$ cat config.mk
export PLATFORM = sky130hd
export DESIGN_NAME = rd_phase_guard
export DESIGN_NICKNAME = d
export VERILOG_FILES = /design/src/rtl/rd_phase_guard_pkg.sv /design/src/rtl/rd_phase_guard_slot.sv /design/src/rtl/rd_phase_guard.sv
export SDC_FILE = /design/constraint.sdc
export NUM_CORES = 1
export LEC_CHECK = 0
export ABC_AREA = 1
export CAP_MARGIN = 25
export CELL_PAD_IN_SITES_DETAIL_PLACEMENT = 2
export CELL_PAD_IN_SITES_GLOBAL_PLACEMENT = 2
export CORE_ASPECT_RATIO = 1.4
export CORE_MARGIN = 8
export CORE_UTILIZATION = 38
export CTS_CLUSTER_SIZE = 25
export DETAILED_ROUTE_END_ITERATION = 8
export HOLD_SLACK_MARGIN = 0.05
export PLACE_DENSITY_LB_ADDON = 0.3
export RECOVER_POWER = 25
export SYNTH_ARGS = -nofsm -noshare
export SYNTH_HDL_FRONTEND = slang
export SYNTH_SLANG_ARGS = --single-unit
export TNS_END_PERCENT = 1
$ cat constraint.sdc
create_clock -name clk_i -period 12.73 [get_ports clk_i]
set_input_delay 1.9095 -clock clk_i [delete_from_list [all_inputs] [get_ports clk_i]]
set_output_delay 1.9095 -clock clk_i [all_outputs]
set_load 0.02 [all_outputs]
$ cat src/rtl/rd_phase_guard_pkg.sv
// Shared types for the AXI read-channel phase watchdog: slot record,
// phase/cause/FSM encodings and the default AXI request/response structs.
package rd_phase_guard_pkg;

   localparam int IdW  = 4;
   localparam int CntW = 16;

   typedef logic [IdW-1:0]  id_t;
   typedef logic [CntW-1:0] cnt_t;

   typedef enum logic {
      PH_WAIT_FIRST = 1'b0,
      PH_IN_BURST   = 1'b1
   } phase_e;

   typedef enum logic [1:0] {
      CAUSE_NONE       = 2'd0,
      CAUSE_FIRST_BEAT = 2'd1,
      CAUSE_BEAT       = 2'd2,
      CAUSE_PROTOCOL   = 2'd3
   } cause_e;

   typedef enum logic [1:0] {
      ST_MONITOR = 2'd0,
      ST_FAULT   = 2'd1,
      ST_FLUSH   = 2'd2
   } fsm_e;

   typedef struct packed {
      id_t id;
   } ar_chan_t;

   typedef struct packed {
      id_t  id;
      logic last;
   } r_chan_t;

   typedef struct packed {
      logic     ar_valid;
      ar_chan_t ar;
      logic     r_ready;
   } axi_req_t;

   typedef struct packed {
      logic    ar_ready;
      logic    r_valid;
      r_chan_t r;
   } axi_rsp_t;

   // One tracked ID: its outstanding burst count and the running phase timer
   typedef struct packed {
      logic   valid;
      id_t    id;
      cnt_t   count;
      phase_e phase;
      cnt_t   timer;
   } slot_t;

endpackage

$ cat src/rtl/rd_phase_guard_slot.sv
// One ID-table entry: ID compare, burst count and phase tracking, phase timer
// and expiry flag. All updates are qualified by upd_i from the top level.
module rd_phase_slot
   import rd_phase_guard_pkg::*;
#(
   parameter int MaxTxnsPerId = 4
) (
   input  logic   clk_i,
   input  logic   rst_ni,
   input  logic   flush_i,
   input  logic   upd_i,
   input  logic   tick_i,
   input  logic   ar_hs_i,
   input  id_t    ar_id_i,
   input  logic   alloc_i,
   input  logic   r_hs_i,
   input  id_t    r_id_i,
   input  logic   r_last_i,
   input  cnt_t   addr_budget_i,
   input  cnt_t   beat_budget_i,
   output logic   valid_o,
   output id_t    id_o,
   output cnt_t   count_o,
   output phase_e phase_o,
   output logic   ar_match_o,
   output logic   r_match_o,
   output logic   count_full_o,
   output logic   expired_o
);

   slot_t slot_q, slot_d;
   logic  ar_hit;
   logic  r_hit;

   assign ar_match_o   = slot_q.valid && (slot_q.id == ar_id_i);
   assign r_match_o    = slot_q.valid && (slot_q.id == r_id_i);
   assign count_full_o = slot_q.valid && (slot_q.count == cnt_t'(MaxTxnsPerId));
   assign ar_hit       = upd_i && ar_hs_i && ar_match_o && !count_full_o;
   assign r_hit        = upd_i && r_hs_i && r_match_o;

   // A tick on an exhausted timer expires the slot unless an R beat lands on it now
   assign expired_o = slot_q.valid && tick_i && (slot_q.timer == '0) && !(r_hs_i && r_match_o);

   assign valid_o = slot_q.valid;
   assign id_o    = slot_q.id;
   assign count_o = slot_q.count;
   assign phase_o = slot_q.phase;

   // Slot next state: flush, allocation, R-beat phase changes, AR count, timer
   always_comb begin
      slot_d = slot_q;
      if (flush_i) begin
         slot_d.valid = 1'b0;
      end else if (upd_i && alloc_i) begin
         slot_d.valid = 1'b1;
         slot_d.id    = ar_id_i;
         slot_d.count = cnt_t'(1);
         slot_d.phase = PH_WAIT_FIRST;
         slot_d.timer = addr_budget_i;
      end else if (slot_q.valid) begin
         if (r_hit) begin
            if (r_last_i) begin
               if (ar_hit) begin
                  // New burst replaces the finished one: count nets to zero change
                  slot_d.phase = PH_WAIT_FIRST;
                  slot_d.timer = addr_budget_i;
               end else if (slot_q.count > cnt_t'(1)) begin
                  slot_d.count = slot_q.count - cnt_t'(1);
                  slot_d.phase = PH_WAIT_FIRST;
                  slot_d.timer = addr_budget_i;
               end else begin
                  slot_d.valid = 1'b0;
               end
            end else begin
               slot_d.phase = PH_IN_BURST;
               slot_d.timer = beat_budget_i;
               if (ar_hit) begin
                  slot_d.count = slot_q.count + cnt_t'(1);
               end
            end
         end else begin
            if (ar_hit) begin
               slot_d.count = slot_q.count + cnt_t'(1);
            end
            if (upd_i && tick_i && (slot_q.timer != '0)) begin
               slot_d.timer = slot_q.timer - cnt_t'(1);
            end
         end
      end
   end

   // Slot state register
   always_ff @(posedge clk_i or negedge rst_ni) begin
      if (!rst_ni) begin
         slot_q <= '0;
      end else begin
         slot_q <= slot_d;
      end
   end

endmodule

$ cat src/rtl/rd_phase_guard.sv
// AXI read-channel watchdog. Tracks outstanding read bursts per ID, times the
// AR-to-first-beat and beat-to-beat phases of each ID's head burst, and latches
// a fault (timeout, orphan R beat or table overflow) until acknowledged.
module rd_phase_guard
   import rd_phase_guard_pkg::*;
#(
   parameter int  MaxUniqIds   = 8,
   parameter int  MaxTxnsPerId = 4,
   parameter int  CntWidth     = 16,
   parameter int  PrescalerDiv = 1,
   parameter type req_t        = axi_req_t,
   parameter type rsp_t        = axi_rsp_t,
   localparam int OutW         = $clog2(MaxUniqIds * MaxTxnsPerId + 1)
) (
   input  logic                clk_i,
   input  logic                rst_ni,
   input  logic                en_i,
   input  req_t                mst_req_i,
   input  rsp_t                slv_rsp_i,
   input  logic [CntWidth-1:0] addr_budget_i,
   input  logic [CntWidth-1:0] beat_budget_i,
   input  logic                clear_i,
   output logic                full_o,
   output logic                reset_req_o,
   output logic                irq_o,
   output logic [1:0]          fault_cause_o,
   output id_t                 fault_id_o,
   output logic [OutW-1:0]     outstanding_o
);

   localparam int PreW = (PrescalerDiv > 1) ? $clog2(PrescalerDiv) : 1;

   fsm_e            state_q, state_d;
   logic            reset_req_q, reset_req_d;
   logic            irq_q, irq_d;
   cause_e          cause_q, cause_d;
   id_t             fault_id_q, fault_id_d;
   logic [PreW-1:0] pre_q, pre_d;

   logic tick;
   logic monitor;
   logic ar_hs, r_hs;
   logic upd;

   logic [MaxUniqIds-1:0] slot_valid, ar_match, r_match, count_full, expired;
   logic [MaxUniqIds-1:0] free_oh, alloc_vec;
   id_t                   slot_id    [MaxUniqIds];
   cnt_t                  slot_count [MaxUniqIds];
   phase_e                slot_phase [MaxUniqIds];

   logic   any_free, ar_match_any, ar_match_full, r_match_any;
   logic   exp_any;
   cause_e exp_cause;
   id_t    exp_id;
   logic   ar_ovf, r_orphan;
   logic   fault_det;
   cause_e fault_cause;
   id_t    fault_id;

   logic [OutW-1:0] out_sum;

   assign monitor = (state_q == ST_MONITOR);
   assign ar_hs   = monitor && en_i && mst_req_i.ar_valid && slv_rsp_i.ar_ready;
   assign r_hs    = monitor && slv_rsp_i.r_valid && mst_req_i.r_ready;

   // Timer tick prescaler, free running
   assign tick  = (pre_q == PreW'(PrescalerDiv - 1));
   assign pre_d = tick ? '0 : pre_q + PreW'(1);

   always_ff @(posedge clk_i or negedge rst_ni) begin
      if (!rst_ni) begin
         pre_q <= '0;
      end else begin
         pre_q <= pre_d;
      end
   end

   for (genvar g = 0; g < MaxUniqIds; g++) begin : g_slot
      rd_phase_slot #(
         .MaxTxnsPerId(MaxTxnsPerId)
      ) u_slot (
         .clk_i        (clk_i),
         .rst_ni       (rst_ni),
         .flush_i      (state_q == ST_FLUSH),
         .upd_i        (upd),
         .tick_i       (tick && monitor),
         .ar_hs_i      (ar_hs),
         .ar_id_i      (mst_req_i.ar.id),
         .alloc_i      (alloc_vec[g]),
         .r_hs_i       (r_hs),
         .r_id_i       (slv_rsp_i.r.id),
         .r_last_i     (slv_rsp_i.r.last),
         .addr_budget_i(cnt_t'(addr_budget_i)),
         .beat_budget_i(cnt_t'(beat_budget_i)),
         .valid_o      (slot_valid[g]),
         .id_o         (slot_id[g]),
         .count_o      (slot_count[g]),
         .phase_o      (slot_phase[g]),
         .ar_match_o   (ar_match[g]),
         .r_match_o    (r_match[g]),
         .count_full_o (count_full[g]),
         .expired_o    (expired[g])
      );
   end

   // Lowest-index free slot, one-hot
   always_comb begin
      free_oh  = '0;
      any_free = 1'b0;
      for (int i = 0; i < MaxUniqIds; i++) begin
         if (!slot_valid[i] && !any_free) begin
            free_oh[i] = 1'b1;
            any_free   = 1'b1;
         end
      end
   end

   assign ar_match_any  = |ar_match;
   assign ar_match_full = |(ar_match & count_full);
   assign r_match_any   = |r_match;
   assign full_o        = !any_free || ar_match_full;

   // Lowest-index expiring slot and its cause
   always_comb begin
      exp_any   = 1'b0;
      exp_cause = CAUSE_NONE;
      exp_id    = '0;
      for (int i = 0; i < MaxUniqIds; i++) begin
         if (expired[i] && !exp_any) begin
            exp_any   = 1'b1;
            exp_cause = (slot_phase[i] == PH_IN_BURST) ? CAUSE_BEAT : CAUSE_FIRST_BEAT;
            exp_id    = slot_id[i];
         end
      end
   end

   assign ar_ovf   = ar_hs && (ar_match_any ? ar_match_full : !any_free);
   assign r_orphan = r_hs && !r_match_any;

   // Fault detection: timeouts take precedence over overflow, then orphan R
   always_comb begin
      fault_det   = 1'b1;
      fault_cause = CAUSE_NONE;
      fault_id    = '0;
      if (exp_any) begin
         fault_cause = exp_cause;
         fault_id    = exp_id;
      end else if (ar_ovf) begin
         fault_cause = CAUSE_PROTOCOL;
         fault_id    = mst_req_i.ar.id;
      end else if (r_orphan) begin
         fault_cause = CAUSE_PROTOCOL;
         fault_id    = slv_rsp_i.r.id;
      end else begin
         fault_det = 1'b0;
      end
   end

   // Table updates are frozen outside MONITOR and on the cycle a fault is seen
   assign upd       = monitor && !fault_det;
   assign alloc_vec = (upd && ar_hs && !ar_match_any) ? free_oh : '0;

   // Total outstanding bursts over valid slots
   always_comb begin
      out_sum = '0;
      for (int i = 0; i < MaxUniqIds; i++) begin
         if (slot_valid[i]) begin
            out_sum = out_sum + OutW'(slot_count[i]);
         end
      end
   end

   assign outstanding_o = out_sum;

   // FSM state and fault report registers
   always_ff @(posedge clk_i or negedge rst_ni) begin
      if (!rst_ni) begin
         state_q     <= ST_MONITOR;
         reset_req_q <= 1'b0;
         irq_q       <= 1'b0;
         cause_q     <= CAUSE_NONE;
         fault_id_q  <= '0;
      end else begin
         state_q     <= state_d;
         reset_req_q <= reset_req_d;
         irq_q       <= irq_d;
         cause_q     <= cause_d;
         fault_id_q  <= fault_id_d;
      end
   end

   // FSM next state
   always_comb begin
      state_d = state_q;
      case (state_q)
         ST_MONITOR: if (fault_det) state_d = ST_FAULT;
         ST_FAULT:   if (clear_i)   state_d = ST_FLUSH;
         ST_FLUSH:   state_d = ST_MONITOR;
         default:    state_d = ST_MONITOR;
      endcase
   end

   // FSM outputs: latch the report at fault entry, drop it on acknowledge
   always_comb begin
      reset_req_d = reset_req_q;
      irq_d       = 1'b0;
      cause_d     = cause_q;
      fault_id_d  = fault_id_q;
      case (state_q)
         ST_MONITOR: begin
            if (fault_det) begin
               reset_req_d = 1'b1;
               irq_d       = 1'b1;
               cause_d     = fault_cause;
               fault_id_d  = fault_id;
            end
         end
         ST_FAULT: begin
            if (clear_i) begin
               reset_req_d = 1'b0;
               cause_d     = CAUSE_NONE;
               fault_id_d  = '0;
            end
         end
         default: begin
            reset_req_d = 1'b0;
            cause_d     = CAUSE_NONE;
            fault_id_d  = '0;
         end
      endcase
   end

   assign reset_req_o   = reset_req_q;
   assign irq_o         = irq_q;
   assign fault_cause_o = cause_q;
   assign fault_id_o    = fault_id_q;

endmodule
==> out/qor.csv, run 1 <==
metric,value,unit
path_buf_inv,11,
finalInstanceArea,33700,um2
regToRegStartpoint,state_q[0],
gr-total-overflow,0,
initial_core_util,0.384,
slowest_stage,clkdlybuf4s50_1,
violations,"capacitance limit, slew limit",
critPathArrivalTime,9.96,ns
clk_latency,0.63,ns
place_area,32400,um2
area.growth.synth_to_final,7.76,%
htreeDepth,2,
finalSetupViolations,0,
rsz0062_at_grt,no,
synth_area_per_cell,6.02,um2
hpwl,106,mm
final_cells,6208,
crit_path_end_kind,primary output,
cts_setup_buffers,0,
async_flop_share,1.00,
period_share,0.932,
p_int,3.17,mW
crit_fanout,12,
synth.most_common_cell,nand2_1,
fmax,84.3,MHz
synth_nets,5339,
dr.pass1.iters,5,
cts.sinks,314,
critPathRequiredTime,10.82,ns
antenna_found_initial,2,
setup_tns,0,ns
power_frac_clock,0.189,
min_from,g_slot[3].u_slot.slot_q[0],
synth.yosys.seq_area_share,0.251,
drv_cap,3,
cp.depth,38,
via_count,36839,
whs_path_depth,2,
drc,0,
wl_per_cell,24.8,um
relSlewSlack,-3.36,
timing.rr.end,g_slot[3].u_slot.count_o[15],
cts_made_buffers,42,
clockBufferDepth,3,
synth_cell_types,61,
holdBufCountCts,0,
drtIter0Drc,2094,
nNetsFinal,5236,
critical_path.max_stage_delay,0.68,ns
netlist.top_cell.by_area,dfrtp_1,
place_inst,6128,
worstRegToRegCells,17,
crit_family,adder cells,
crit_type,register to primary output,
p_sw,3.56,mW
p_leak,16.4,nW
powerDensity,199,nW/um2
swShare,0.529,
grt_pass1_wl,238,mm
fin_skew,0.0305,ns
synth.top_cell.area_share,0.251,
io_pins,64,
die_area,92000,um2
fp.coreArea,81600,um2
netlist_instances,5206,
combPwrFrac,0.552,
io_buffers,63,
cts_tree,built,
path_clk_slew,0.07,ns
grt_pass1_vias,41406,
synth_flop_cell,dfrtp_1,
synth_enable_flop_cells,0,
vdd_drop_max,0.000137,V
grt_max_degree,104,
worstSetupStartpointType,register,
dieHeight,356,um
die_w,259,um
maxSlewViolCount,203,
ys_top_cells_by_count,"1704 x nand2_1, 624 x nor2_1, 475 x nand3_1",
track_usage,0.325,
wirelength,154,mm
synth_area,31300,um2
status,"complete, but fails checks",
ant_nets,0,
drive_above_1_share,0.0467,
cpMostUsedCell,inv_1,
gp_congestion,0.890,
worst_pin_slew,6.54,ns
ys_ff_latch,314,
min_period,11.87,ns
whs_endpoint,g_slot[3].u_slot.slot_q[0],
post_cts_resized,0,
vias_per_cell,5.93,
ys_warn_count,0,
root_buffer,clkbuf_16,
p_seq_frac,0.259,
rows,124,
r2r_slack,6.13,ns
synth_area_leaders,"dfrtp_1 25%, nand2_1 20%, nand3_1 7.6%",
final_hold_viol_count,0,
hold_path_class,register to register,
## worst max path at each step
stage                                         from               end  slack, ns
after floorplan           g_slot[0].u_slot.valid_o  outstanding_o[5]       3.87
after global placement    g_slot[0].u_slot.valid_o  outstanding_o[5]       2.11
after detailed placement  g_slot[0].u_slot.valid_o  outstanding_o[5]       1.73
after CTS                 g_slot[0].u_slot.valid_o  outstanding_o[5]       0.89
after global routing      g_slot[0].u_slot.valid_o  outstanding_o[5]       0.39
final                     g_slot[0].u_slot.valid_o  outstanding_o[5]       0.86
## logic make-up after synthesis
family | after synthesis | synth area share
compound gates | 687 | 0.117
xor+xnor | 266 | 0.0744
fa+ha+maj | 84 | 0.0352
buf+inv | 742 | 0.0996
flops | 314 | 0.251
simple gates | 3113 | 0.423
## flip-flops by register name, summed over array words and instances (netlist names)
name and count:
g_slot.u_slot.count_o 128, g_slot.u_slot.slot_q 128, g_slot.u_slot.id_o 32, g_slot.u_slot.phase_o 8
g_slot.u_slot.valid_o 8, fault_id_o 4, fault_cause_o 2, state_q 2
irq_o 1, reset_req_o 1
## cell usage in the layout (no fill, tap or decap), drive strengths merged, types with 3 or more instances in the layout
| cell | synthesis | final |
|---|---|---|
| clkinv | 5 | 13 |
| ha | 77 | 77 |
| and3 | 3 | 3 |
| o31ai | 14 | 14 |
| o2111ai | 4 | 4 |
| o22ai | 7 | 7 |
| a211oi | 4 | 4 |
| nand3 | 482 | 482 |
| o211ai | 6 | 6 |
| clkbuf | 107 | 67 |
| a21oi | 220 | 220 |
| nor3 | 95 | 95 |
| nor2 | 642 | 642 |
| o21a | 3 | 3 |
| fa | 7 | 7 |
| nand4 | 100 | 100 |
| xnor2 | 58 | 58 |
| a31oi | 20 | 20 |
| dfrtp | 314 | 314 |
| nand2 | 1729 | 1729 |
| buf | 149 | 45 |
| clkdlybuf4s50 | 0 | 60 |
| or2 | 12 | 12 |
| xor2 | 208 | 208 |
| inv | 481 | 483 |
| nand3b | 6 | 6 |
| o21ai | 398 | 398 |
| nor4 | 41 | 41 |
## worst register-to-register path, stage by stage, from the launching register on
cell,delay (ns)
dfrtp_1,0.46
nor2_4,0.39
inv_4,0.18
nor2_8,0.25
inv_1,0.08
nor2_1,0.39
nor2_1,0.13
nor2_1,0.39
nand4_2,0.32
nor2_8,0.60
buf_4,0.57
nand2_2,0.68
inv_4,0.36
nand2_1,0.46
nand2_1,0.73
inv_1,0.25
nand3_1,0.12
o21ai_0,0.08
## final cells by class
cell class              count  area [um2]
diodes                      2        5.00
clock inverters            12         154
fillers                 10409       47900
clock buffers              64        1200
well taps                1071        1340
flip-flops and latches    314        7860
inverters                 486        1840
multi-input cells        4150       20300
repair buffers            109        1000
## metrics by stage
step / total power [mW] / worst slack [ns] / util / hold WS, ns
floorplan: 4.15 / 3.87 / - / 0.442
global placement: 5.01 / 2.11 / 0.396 / 0.454
detailed placement: 5.27 / 1.73 / 0.396 / 0.464
finish: 6.73 / 0.861 / 0.414 / 0.485
global route: 7.17 / 0.394 / 0.413 / 0.498
CTS: 6.70 / 0.892 / 0.413 / 0.485
## per-layer routing
layer | GRT usage | up-vias | wire length (um)
met5 | 0 | - | 22
met4 | 0.234 | 4 | 12200
met3 | 0.0458 | 612 | 6830
met2 | 0.577 | 1073 | 75800
met1 | 0.352 | 18647 | 59200
li1 | - | 16503 | -
## power by group through the flow
stage	Sequential (mW)	Clock [mW]	Combinational, mW
floorplan	1.53	0	2.62
global placement	1.71	0	3.30
detailed placement	1.73	0	3.54
CTS	1.73	1.28	3.68
global route	1.78	1.31	4.08
finish	1.74	1.27	3.71
(Power assumes the default switching activity.)
==> inputs of run 2 (changes only) <==
--- a/config.mk
+++ b/config.mk
@@ -6,6 +6,7 @@
 export NUM_CORES = 1
 export LEC_CHECK = 0
 export ABC_AREA = 1
+export ABC_CLOCK_PERIOD_IN_PS = 12730
 export CAP_MARGIN = 25
 export CELL_PAD_IN_SITES_DETAIL_PLACEMENT = 2
 export CELL_PAD_IN_SITES_GLOBAL_PLACEMENT = 2
==> results of run 2 <==
No change in the layout: final DEF, timing and power equal those of run 1.
